File: src/rtl/ora_misr.sv
// LBIST output response analyser: compacts CUT responses into a Galois MISR
// and compares the final signature against GOLDEN. Optional macro: ORA_MASK_EN.
module ora_misr #(
  parameter int unsigned        SBITS  = 4,
  parameter int unsigned        RBITS  = 4,
  parameter logic [SBITS-1:0]   POLY   = 4'h3,
  parameter logic [SBITS-1:0]   SEED   = 4'h0,
  parameter logic [SBITS-1:0]   GOLDEN = 4'h0
) (
  input  logic             clk,
  input  logic             rst,
  input  logic             START,
  input  logic             RESP_VALID,
  input  logic [RBITS-1:0] RESPONSE,
`ifdef ORA_MASK_EN
  input  logic [RBITS-1:0] MASK,
`endif
  input  logic             END,
  output logic [SBITS-1:0] SIGNATURE,
  output logic             BUSY,
  output logic             DONE,
  output logic             PASS
);

  localparam logic [1:0] S_IDLE    = 2'd0;
  localparam logic [1:0] S_COMPACT = 2'd1;
  localparam logic [1:0] S_COMPARE = 2'd2;
  localparam logic [1:0] S_DONE    = 2'd3;

  logic [1:0]       r_state;
  logic [SBITS-1:0] r_sig;
  logic             r_done;
  logic             r_pass;

  logic [RBITS-1:0] w_resp;
  logic [SBITS-1:0] w_r;
  logic [SBITS-1:0] w_fb;
  logic [SBITS-1:0] w_next;

`ifdef ORA_MASK_EN
  // X-prone CUT outputs are forced to zero before compaction
  assign w_resp = RESPONSE & ~MASK;
`else
  assign w_resp = RESPONSE;
`endif

  // Galois step: shift, fold the MSB back through the taps, XOR response in
  assign w_r    = SBITS'(w_resp);
  assign w_fb   = r_sig[SBITS-1] ? POLY : '0;
  assign w_next = {r_sig[SBITS-2:0], 1'b0} ^ w_fb ^ w_r;

  // Session FSM; START overrides everything, including a same-cycle END
  always_ff @(posedge clk or posedge rst) begin
    if (rst) begin
      r_state <= S_IDLE;
      r_sig   <= SEED;
      r_done  <= 1'b0;
      r_pass  <= 1'b0;
    end else if (START) begin
      r_state <= S_COMPACT;
      r_sig   <= SEED;
      r_done  <= 1'b0;
      r_pass  <= 1'b0;
    end else begin
      case (r_state)
        S_COMPACT: begin
          if (RESP_VALID) r_sig <= w_next;
          if (END) r_state <= S_COMPARE;
        end
        S_COMPARE: begin
          r_pass  <= (r_sig == GOLDEN);
          r_done  <= 1'b1;
          r_state <= S_DONE;
        end
        S_IDLE: begin
        end
        default: begin
        end
      endcase
    end
  end

  assign SIGNATURE = r_sig;
  assign BUSY      = (r_state == S_COMPACT) || (r_state == S_COMPARE);
  assign DONE      = r_done;
  assign PASS      = r_pass;

endmodule

File: config.mk
export PLATFORM = sky130hd
export DESIGN_NAME = ora_misr
export DESIGN_NICKNAME = d
export VERILOG_FILES = /design/src/rtl/ora_misr.sv
export SDC_FILE = /design/constraint.sdc
export NUM_CORES = 1
export LEC_CHECK = 0
export BUFFER_PORTS_ARGS = -buffer_cell sky130_fd_sc_hd__buf_2
export CAP_MARGIN = 20
export CORE_AREA = 2 2 39 41
export CTS_BUF_LIST = sky130_fd_sc_hd__clkbuf_16
export DETAILED_ROUTE_END_ITERATION = 8
export DIE_AREA = 0 0 41 43
export PLACE_DENSITY = 0.52
export SETUP_SLACK_MARGIN = 0.02
export SLEW_MARGIN = 20
export SYNTH_ARGS = -nofsm -noshare
export SYNTH_HDL_FRONTEND = slang
export SYNTH_SLANG_ARGS = --single-unit
File: constraint.sdc
create_clock -name clk -period 1.5 [get_ports clk]
set_input_delay 0.225 -clock clk [delete_from_list [all_inputs] [get_ports clk]]
set_output_delay 0.225 -clock clk [all_outputs]
set_load 0.03 [all_outputs]
# Word level (Yosys, flattened, before mapping)
# Index checks and enable logic that the tools add are counted.
# totals
wordCells	28
out_inout_bits	7
input_bits	9
regBits	8
# classes
bitwise	2
mux	11
n_reduce_logical	8
eq_ne	3
# op_table
op	count
$mux 4	3
$mux 2	3
$reduce_bool 2->1	3
$logic_not 4->1	1
$mux 1	4
$pmux 2 s2	1
$reduce_and 2->1	2
$xor 4x2->4	1
$xor 4x4->4	1
$ne 3x3->1 const B	1
$reduce_bool 3->1	1
$eq 2x1->1 const B	1
$eq 2x2->1 const B	1
$logic_or 1x1->1	1

# Depth between registers and ports, before layout
# depth
ltp_word	6
depth_mapped	6
ltp_nobuf	5

# Least setup slack after synthesis
# OpenSTA, ideal clock, no wires.
# synth_timing
kind	flip-flop to flip-flop
start	register r_sig[3] (netlist: SIGNATURE[3])
end	register r_sig[1] (netlist: SIGNATURE[1])
setup_slack_ns	0.187
required_ns	1.372
setup_ns	0.128
arrival_ns	1.185
path_stages_with_launch	4
period_less_slack_ns	1.313
n_path_buf	0
path_cell_list	dfrtp_1 -> xor3_1 -> mux2i_1 -> nor2_1
# synth_via
elab_chain_cells	6
# synth_lines
item	line_no	text
from (decl)	31	logic [SBITS-1:0] r_sig;
from (signal assigned)	67	if (RESP_VALID) r_sig <= w_next;
$mux 2	49	assign w_fb = r_sig[SBITS-1] ? POLY : '0;
$xor 4x2->4	50	assign w_next = {r_sig[SBITS-2:0], 1'b0} ^ w_fb ^ w_r;
$xor 4x4->4	50	
$mux 4	67	
$mux 4	65	case (r_state)
$mux 4	59	end else if (START) begin
# No other way between the ends. The select of a mux whose other input is x is not followed.
# A chain may end at the register's enable or synchronous reset.

# Final worst setup path
# layout_timing
start	register r_state[0]
end	output BUSY
# layout_via
elab_chain_cells	2
word_cells_on_any_way	3
cone_classes	eq/ne: 2; reduce/logical: 1
# layout_lines
item	line_no	text
from (decl)	30	logic [1:0] r_state;
from (signal assigned)	55	r_state <= S_IDLE;
from (signal assigned)	60	r_state <= S_COMPACT;
from (signal assigned)	68	if (END) r_state <= S_COMPARE;
$eq 2x1->1 or $eq 2x2->1 (tied branches)	84	assign BUSY = (r_state == S_COMPACT) || (r_state == S_COMPARE);
$logic_or 1x1->1 (*)	84	
to (decl)	20	output logic BUSY,
# Mark *: on every way between the ends. The rest lies on a longest branch, timed or not.

==> out/results.ini <==
[status]
status=finished clean

[die]
die_x_um=41
die_h_um=43
die_area_um2=1760
start_util=0.303
ios=16
coreArea_um2=1380
num_rows=14

[global_route]
antenna_found_initial=0
gr-usage-met2=0.166
overflow=0
grt_max_degree=9
grt_use_total=0.116
grt_pass1_wl_mm=1.34
grt_use_met3=0.0471
met1_usage=0.142
top_usage_layer=met2
grt_pass1_vias=316

[layout]
drive_above_1_share=0.310
antennaDiodeCount=0
utilization=0.427
finalNonFillerCells=74
fin_nets=71
syn_to_final_growth_pct=40.9

[cts]
postCtsSetupRepairBufs=0
cts-buffers-inserted=3
ctsRootBufferMaster=clkbuf_16
clock_sinks=8
cts_max_level=1
path_clk_slew_ns=0.04
insertion_delay_ns=0.23
cts_tree=done
clock_path_buffers=2

[power]
p_seq_frac=0.295
p_sw_frac=0.257
p_leak_nw=0.306
power_density_nw_per_um2=1510
ir_drop_uv=1020
clock_power_share=0.500
p_int_w=0.000661
combinationalPowerShare=0.205
net-switching-power_w=0.000229

[worst_setup_path]
reg2reg_slack_ns=0.19
end_kind=output port
startpoint_type=flip-flop
cp.required_ns=1.27
cp.arrival_ns=1.17
worstPathMaxFanout=3
path_class=flip-flop to output port

[sta]
relSlewSlack=0.786
skew_ns=0.00254
max_freq_mhz=717
setup_viol=0
fin_ws_ns=0.106
setup_tns_ns=0
fin_crit_sh=0.929
holdWs_ns=0.260
rsz0062_at_grt=no
drv_slew=0
tightest_slew_ns=0.320
fin_crit_ns=1.39
finalHoldViolCount=0

[yosys]
syn_area_per_cell_um2=10.2
ys_ff_latch=8
yosysWarnings=0
ys_seq_area_frac=0.478
ys_types=17
postSynthCellCount=41
synthesis.nets=52
netlist_area_um2=419

[drt]
routed_wl_um=842
drtIter0Drc=2
ant_nets=0
vias_per_cell=4.41
wl_per_cell_um=11.4
vias=326
first_pass_iters=4
remaining_drc_errors=0

[min_path]
min_path_type=input pin to flip-flop

[placement]
portBuffers=15
routabilityCongestion=0.623
placedCellCount=70
dpl.hpwl_um=642
dp_slack_ns=0.201

[run]
cap_violations=0

-- metal layers --
| metal | vias up | share of wire |
|---|---|---|
| met3 | 2 | 0.024 |
| met2 | 6 | 0.50 |
| met5 | - | 0 |
| li1 | 171 | - |
| met1 | 147 | 0.46 |
| met4 | 0 | 0.0083 |
-- registers in the layout, indices dropped and copies added (netlist names) --
register and cells:
DONE 1, PASS 1, SIGNATURE 4, r_state 2
-- per-stage QoR --
step | power [W] | instance area (um^2)
after floorplan | 0.000399 | 419
after global placement | 0.000447 | 505
after detailed placement | 0.000449 | 505
after CTS | 0.000901 | 591
after global routing | 0.000935 | 591
final | 0.000889 | 591
-- power by group through the flow --
stage,Combinational [W],Sequential [W],Clock [W]
final,0.000183,0.000262,0.000445
after global placement,0.000182,0.000265,0
after detailed placement,0.000184,0.000265,0
after floorplan,0.000107,0.000293,0
after CTS,0.000187,0.000263,0.000452
after global routing,0.000202,0.000266,0.000466
-- Yosys cell counts --
| cell | instances | area, um^2 |
|---|---|---|
| inv_1 | 4 | 15.0 |
| buf_2 | 1 | 5.00 |
| clkbuf_1 | 1 | 3.75 |
| xnor2_1 | 3 | 26.3 |
| mux2i_1 | 2 | 20.0 |
| xor3_1 | 1 | 23.8 |
| a31oi_1 | 1 | 6.26 |
| a21oi_1 | 1 | 5.00 |
| and2_1 | 1 | 6.26 |
| a211oi_1 | 3 | 22.5 |
| o21bai_1 | 1 | 7.51 |
| nor2_1 | 8 | 30.0 |
| nand2_1 | 1 | 3.75 |
| dfrtp_1 | 8 | 200 |
| nand2b_1 | 2 | 12.5 |
| ha_1 | 2 | 25.0 |
| nor4_1 | 1 | 6.26 |
-- critical path: stages (launching register included) --
cell and delay (ns):
dfrtp_1 0.38, inv_1 0.06, ha_1 0.28, inv_1 0.05
buf_2 0.18
-- final timing paths --
check | from | cells past startpoint | endpoint
setup / recovery | r_state[0] | 4 | BUSY
hold / removal | START | 2 | SIGNATURE[3]
setup reg to reg | r_state[1] | 5 | SIGNATURE[1]
hold reg to reg | DONE | 2 | DONE
max in group asynchronous | rst | 3 | PASS
min in group asynchronous | rst | 3 | SIGNATURE[3]
-- layout by cell type, fill, tap and decap left out --
| cell | instances |
|---|---|
| dlygate4sd3_1 | 1 |
| dfrtp_1 | 8 |
| nor4_1 | 1 |
| a31oi_1 | 1 |
| buf_2 | 15 |
| mux2i_1 | 2 |
| ha_1 | 2 |
| and2_1 | 1 |
| a211oi_1 | 3 |
| a21oi_1 | 1 |
| xor3_1 | 1 |
| inv_1 | 4 |
| clkbuf_16 | 3 |
| nand2_1 | 1 |
| xnor2_1 | 3 |
| o21bai_1 | 1 |
| nand2b_1 | 2 |
| nor2_1 | 8 |
-- cell type report --
type / count / area [um^2]
Clock buffer: 3 / 75.1
Inverter: 4 / 15.0
Tap cell: 16 / 20.0
Multi-Input combinational cell: 27 / 195
Sequential cell: 8 / 200
Fill cell: 139 / 793
Timing Repair Buffer: 16 / 85.1
-- logic make-up after synthesis --
logic type | after synthesis | share of synthesized area
adder cells (fa/ha/maj) | 2 | 0.0597
AO/OA/AOI/OAI | 6 | 0.0985
AND/OR/NAND/NOR | 13 | 0.140
flip-flops | 8 | 0.478
multiplexers | 2 | 0.0478
XOR/XNOR | 4 | 0.119
buffers and inverters | 6 | 0.0567
-- repair_timing --
| action | CTS | global route |
|---|---|---|
| hold buffers | 1 | 0 |
| gates resized for setup | 0 | 0 |
| hold endpoints to repair | 8 | 0 |
| setup endpoints to repair | 0 | 0 |
(Power assumes the default switching activity.)
